## src/rtl/if_pc_gen_pkg.sv

```systemverilog
// if_pc_gen_pkg: shared constants and encodings for the fetch-address generator
package if_pc_gen_pkg;
  localparam logic [31:0] RESET_PC_DEF = 32'hBFC0_0000;
  typedef enum logic {RUN, DS} fetch_state_t;
  typedef enum logic [1:0] {SRC_NONE, SRC_ID, SRC_EX, SRC_REFRESH} redir_src_t;
endpackage

```

## src/rtl/if_redirect_arb.sv

```systemverilog
// if_redirect_arb: priority mux over redirect sources (refresh > ex mispredict > id jr)
module if_redirect_arb
  import if_pc_gen_pkg::*;
(
  input  logic        refresh,
  input  logic [31:0] refresh_target,
  input  logic        ex_bp_fail,
  input  logic [31:0] ex_fix_target,
  input  logic        id_j_r,
  input  logic [31:0] id_jr_target,
  output logic        redir_valid,
  output logic [31:0] redir_target,
  output redir_src_t  redir_src
);
  // pick the highest-priority active redirect
  always_comb begin
    redir_valid  = refresh || ex_bp_fail || id_j_r;
    redir_target = refresh ? refresh_target : ex_bp_fail ? ex_fix_target : id_j_r ? id_jr_target : '0;
    redir_src    = refresh ? SRC_REFRESH : ex_bp_fail ? SRC_EX : id_j_r ? SRC_ID : SRC_NONE;
  end
endmodule

```

## src/rtl/if_pc_gen.sv

```systemverilog
// if_pc_gen: fetch PC register, I-cache request and delay-slot-aware redirects (macro GSHARE_PRED_EN enables gshare direction)
module if_pc_gen
  import if_pc_gen_pkg::*;
#(
  parameter logic [31:0] RESET_PC = RESET_PC_DEF
) (
  input  logic        clk,
  input  logic        resetn,
  input  logic        stall,
  input  logic        refresh,
  input  logic [31:0] refresh_target,
  input  logic        ex_bp_fail,
  input  logic [31:0] ex_fix_target,
  input  logic        id_j_r,
  input  logic [31:0] id_jr_target,
  input  logic        btb_hit,
  input  logic [31:0] btb_target,
  input  logic        gshare_take,
  input  logic        inst_addr_ok,
  output logic        inst_req,
  output logic [31:0] inst_addr,
  output logic [31:0] if_pc,
  output logic        if_inst_req,
  output logic        if_addr_error,
  output logic        if_btb_hit,
  output logic [31:0] if_btb_target,
  output logic        if_gshare_take
);
  logic [31:0] pc, pc_n, pend_tgt, pend_tgt_n, redir_tgt, redir_target, eff_tgt;
  fetch_state_t state, state_n;
  redir_src_t redir_src, pend_src;
  logic resetn_q, hold, redir_pend, redir_valid;
  logic adv, busy, step, raw_take, take, use_new, eff_valid;

  if_redirect_arb u_arb (
    .refresh        (refresh),
    .refresh_target (refresh_target),
    .ex_bp_fail     (ex_bp_fail),
    .ex_fix_target  (ex_fix_target),
    .id_j_r         (id_j_r),
    .id_jr_target   (id_jr_target),
    .redir_valid    (redir_valid),
    .redir_target   (redir_target),
    .redir_src      (redir_src)
  );

`ifdef GSHARE_PRED_EN
  assign raw_take = btb_hit && gshare_take;
`else
  // static taken-on-hit: gshare_take is a don't-care
  assign raw_take = btb_hit && (gshare_take || 1'b1);
`endif

  assign if_pc          = pc;
  assign inst_addr      = pc;
  assign if_addr_error  = |pc[1:0];
  assign inst_req       = resetn_q && !if_addr_error && (!stall || hold);
  assign adv            = inst_req && inst_addr_ok;
  assign busy           = inst_req && !inst_addr_ok;
  assign step           = adv || (if_addr_error && !stall);
  assign take           = (state == RUN) && raw_take;
  assign if_gshare_take = take;
  assign if_btb_hit     = btb_hit;
  assign if_btb_target  = btb_target;
  assign if_inst_req    = adv && !redir_pend;
  assign use_new        = redir_valid && (!redir_pend || redir_src >= pend_src);
  assign eff_valid      = use_new || redir_pend;
  assign eff_tgt        = use_new ? redir_target : redir_tgt;

  // next PC: redirect beats the delay-slot FSM; nothing moves while a request waits
  always_comb begin
    pc_n       = pc;
    state_n    = state;
    pend_tgt_n = pend_tgt;
    if (!busy && eff_valid) begin
      pc_n       = eff_tgt;
      state_n    = RUN;
      pend_tgt_n = '0;
    end else if (step) begin
      pc_n       = (state == DS) ? pend_tgt : pc + 32'd4;
      state_n    = take ? DS : RUN;
      pend_tgt_n = take ? btb_target : pend_tgt;
    end
  end

  // state registers; redirects during an unaccepted request are parked until accept
  always_ff @(posedge clk) begin
    if (!resetn) begin
      pc         <= RESET_PC;
      state      <= RUN;
      pend_tgt   <= '0;
      redir_pend <= 1'b0;
      redir_tgt  <= '0;
      pend_src   <= SRC_NONE;
      hold       <= 1'b0;
      resetn_q   <= 1'b0;
    end else begin
      pc       <= pc_n;
      state    <= state_n;
      pend_tgt <= pend_tgt_n;
      hold     <= busy;
      resetn_q <= 1'b1;
      if (busy && use_new) begin
        redir_pend <= 1'b1;
        redir_tgt  <= redir_target;
        pend_src   <= redir_src;
      end else if (!busy) begin
        redir_pend <= 1'b0;
        pend_src   <= SRC_NONE;
      end
    end
  end
endmodule

```

## config.mk

```make
export PLATFORM = sky130hd
export DESIGN_NAME = if_pc_gen
export DESIGN_NICKNAME = d
export VERILOG_FILES = /design/src/rtl/if_pc_gen_pkg.sv /design/src/rtl/if_redirect_arb.sv /design/src/rtl/if_pc_gen.sv
export SDC_FILE = /design/constraint.sdc
export NUM_CORES = 1
export LEC_CHECK = 0
export ABC_CLOCK_PERIOD_IN_PS = 2500
export BUFFER_PORTS_ARGS = -buffer_cell sky130_fd_sc_hd__buf_2
export CAP_MARGIN = 0
export CORE_MARGIN = 3
export CORE_UTILIZATION = 45
export DETAILED_ROUTE_END_ITERATION = 12
export GPL_ROUTABILITY_DRIVEN = 1
export GPL_TIMING_DRIVEN = 0
export PLACE_DENSITY = 0.85
export REMOVE_ABC_BUFFERS = 1
export SYNTH_ARGS = -nofsm -noshare
export SYNTH_HDL_FRONTEND = slang
export SYNTH_SLANG_ARGS = --single-unit
```

## constraint.sdc

```tcl
create_clock -name clk -period 2.5 [get_ports clk]
set_input_delay 0.125 -clock clk [delete_from_list [all_inputs] [get_ports clk]]
set_output_delay 0.125 -clock clk [all_outputs]
set_load 0.01 [all_outputs]
```

==> run_results.csv <==
group,metric,value,unit
status,run_status,"completed",
pwr,cell_internal_pwr,0.002817,W
synth,muxShareOfSynthArea,2.390,%
global_routing,grt_pass1_vias,5941,
pwr,vdd_ir_drop_max,331.5,uV
synth,ys_seq_area_share,32.78,%
place,port_buffers,236,
cts,htreeDepth,3,
cts,clock_sinks,102,
timing,final_hold_viol_count,0,
timing,min_period_over_period,96.53,%
worst_setup_path,rr_worst_depth,5,
synth,ys_ff_latch,102,
worst_hold_path,hold_depth,3,
synth,synth_flop_cell,"dfxtp_1",
global_routing,track_usage,23.76,%
run,drv_cap,0,
pwr,seqPwrFrac,44.8,%
timing,tightest_slew,1.172,ns
worst_setup_path,endpoint_kind,"flop",
cts,cts_hold_buffers,0,
die,die_w,123.7,microns
route,via_per_inst,5.718,
route,drt_pass1_iterations,6,
cells_and_area,area_delta_synth_final,18.50,%
cts,clkSlewWorstSetupHoldPaths,0.07,ns
cts,clk_latency,0.35,ns
pwr,swShare,31.68,%
synth,synth_fa_ha_area_share,0.6025,%
timing,max_freq,414.4,MHz
timing,relSlewSlack,21.40,%
global_routing,antenna_found_initial,0,
pwr,p_leak,3.014,nW
timing,slew_viol_final,0,
timing,hold_ws,0.01865,ns
route,postRouteAntennaNets,0,
route,wl,19290,microns
global_routing,grt_pass1_wl,28770,microns
die,die_area,0.01529,sq mm
synth,yosysWarnings,0,
worst_setup_path,cp_max_fo,38,
die,ios,238,
synth,syn-cell-area,0.006230,sq mm
synth,synthSimpleGateAreaFrac,24.20,%
die,row_count,42,
synth,ys_types,67,
timing,finClkSkew,0.008674,ns
timing,setup_violations,0,
die,initial_core_util,46.49,%
pwr,combPwrFrac,23.5,%
cts,root_buffer,"clkbuf_16",
synth,synth_xor_area_share,1.265,%
worst_setup_path,critPathRequiredTime,2.73,ns
synth,syn_inst,853,
die,die_h,123.7,microns
place,hpwl,13160,microns
pwr,p_per_area,558.5,mW/mm^2
synth,synth_area_per_cell,7.303,sq um
worst_hold_path,min_to,"pend_tgt[18]",
worst_setup_path,worstSetupPathType,"input pin to flop",
worst_setup_path,startpoint_type,"input pin",
pwr,clkPwrFrac,31.6,%
cts,cts_tree,"built",
timing,finalCriticalPeriod,2.413,ns
synth,synth_top_family_by_area,"compound AO/OA/AOI/OAI gates",
worst_setup_path,r2r_end,"if_pc[27]",
global_routing,grt_max_degree,69,
route,wl_per_cell,16.50,microns
cells_and_area,fillers,1289,
worst_setup_path,r2r_slack,0.09,ns
synth,synth-compound-area-share,26.21,%
cells_and_area,drive_gt1_share,30.72,%
worst_hold_path,min_path_type,"input pin to flop",
synth,synth_edf_count,0,
synth,synth-async-reset-ratio,0,%
route,drc_errors,0,
worst_setup_path,rr_startpoint,"if_pc[1]",
worst_hold_path,hp-start,"btb_target[18]",
die,core_area,0.01340,sq mm
timing,setup-tns-final,0,ns
worst_setup_path,worst_ep_arrival_time,2.64,ns
timing,rsz0062_at_grt,"yes",
place,dp_worst_setup_slack,-1.615,ns
cells_and_area,antenna_cells,0,
pwr,power,0.004123,W
cells_and_area,final_nets,1128,
route,drt_iter0_markers,560,
route,vias,6684,
global_routing,grt-ovfl-total,0,
pwr,switchingPower,0.001306,W
cts,cts.path.max_buffers,2,
place,gp_congestion,0.8664,
cts,numCtsBuffers,9,
timing,setup_slack,0.08675,ns
[metrics by stage]
step                      instance area (sq um)  cells  util, %
final                                      7382   1169    55.09
after global routing                       7382   1169    55.09
after CTS                                  7273   1159    54.28
after detailed placement                   6893   1139    51.44
after global placement                     6875   1138    51.31
after floorplan                            5474    726        -
[how the worst max path moves through the flow]
stage          startpoint           end  slack, ns  depth (start not counted)
2_1_floorplan      id_j_r  redir_tgt[0]      -1.11                          9
3_3_place_gp   ex_bp_fail  redir_tgt[6]      -2.81                         10
3_5_place_dp      refresh  redir_tgt[3]      -1.62                          9
4_1_cts             state      if_pc[0]      0.004                          5
5_1_grt          if_pc[1]     if_pc[10]     -0.007                          6
6_report       ex_bp_fail     if_pc[13]       0.09                         10
[critical path, cell delays in order]
cell and delay [ns]:
clkbuf_4 0.30, nor2b_2 0.38, nor2_1 0.11, ha_1 0.31
nor2b_1 0.06, o21a_2 0.28, nor2_2 0.42, buf_4 0.20
mux2i_1 0.32, o22ai_1 0.13
[logic make-up (layout without fill, tap and decap cells)]
logic type / after synthesis / after routing
AND/OR/NAND/NOR: 331 / 334
multiplexers: 14 / 14
flip-flops: 102 / 102
XOR/XNOR: 9 / 9
buffers and inverters: 134 / 269
AO/OA/AOI/OAI: 260 / 262
adder cells (fa/ha/maj): 3 / 3
[power groups by stage]
stage	clock, W	combinational, W	sequential, W
2_1_floorplan	0	0.000423	0.00191
3_3_place_gp	0	0.000901	0.00188
3_5_place_dp	0	0.000919	0.00188
4_1_cts	0.00131	0.000950	0.00185
5_1_grt	0.00137	0.00108	0.00187
6_report	0.00130	0.000971	0.00185
[what timing repair did]
action / 4_1_cts / 5_1_grt
pin swaps: 3 / 3
endpoints found under the setup margin: 98 / 91
gates resized for setup: 18 / 12
setup buffers: 1 / 8
gates cloned: 3 / 2
[synthesized netlist by cell type (11+ instances only)]
cell | number | share of area, %
clkbuf_1 | 39 | 2.3
nand2_1 | 214 | 13
o22ai_1 | 12 | 1.2
and3_1 | 12 | 1.2
nand3_1 | 16 | 1.3
dfxtp_1 | 102 | 33
nor3_1 | 11 | 0.88
buf_4 | 66 | 8.0
nor2_1 | 22 | 1.3
a21oi_1 | 90 | 7.2
o21ai_0 | 57 | 4.6
a22oi_1 | 31 | 3.7
buf_2 | 18 | 1.4
[area by class of cell]
class	count	area, sq um	area share, %
flip-flops and latches	102	2048	27.75
multi-input cells	622	3538	47.93
inverters	7	26.28	0.3559
well taps	176	220.2	2.983
clock inverters	5	25.02	0.3390
repair buffers	246	1281	17.36
clock buffers	11	242.7	3.288
[state kept, by name (all words and copies together), names as in the netlist]
name        cells
hold            1
if_pc          32
pend_src        2
pend_tgt       32
redir_pend      1
redir_tgt      32
resetn_q        1
state           1
[cell usage in the layout (no fill, tap or decap), types with 11 or more instances in the layout]
| cell | instances |
|---|---|
| nand2_1 | 210 |
| a22oi_1 | 31 |
| o22ai_1 | 12 |
| o21ai_0 | 56 |
| dfxtp_1 | 99 |
| buf_2 | 234 |
| nand3_1 | 16 |
| a21oi_1 | 90 |
| and3_1 | 12 |
| nor2_1 | 21 |
| nor3_1 | 11 |
[layer usage]
| metal | routed length, microns | global-route usage [%] |
|---|---|---|
| met1 | 7597 | 29.80 |
| met2 | 9469 | 41.50 |
| met3 | 1778 | 4.450 |
| met4 | 439 | 6.851 |
| met5 | 0 | 0 |
(Power assumes the default switching activity.)
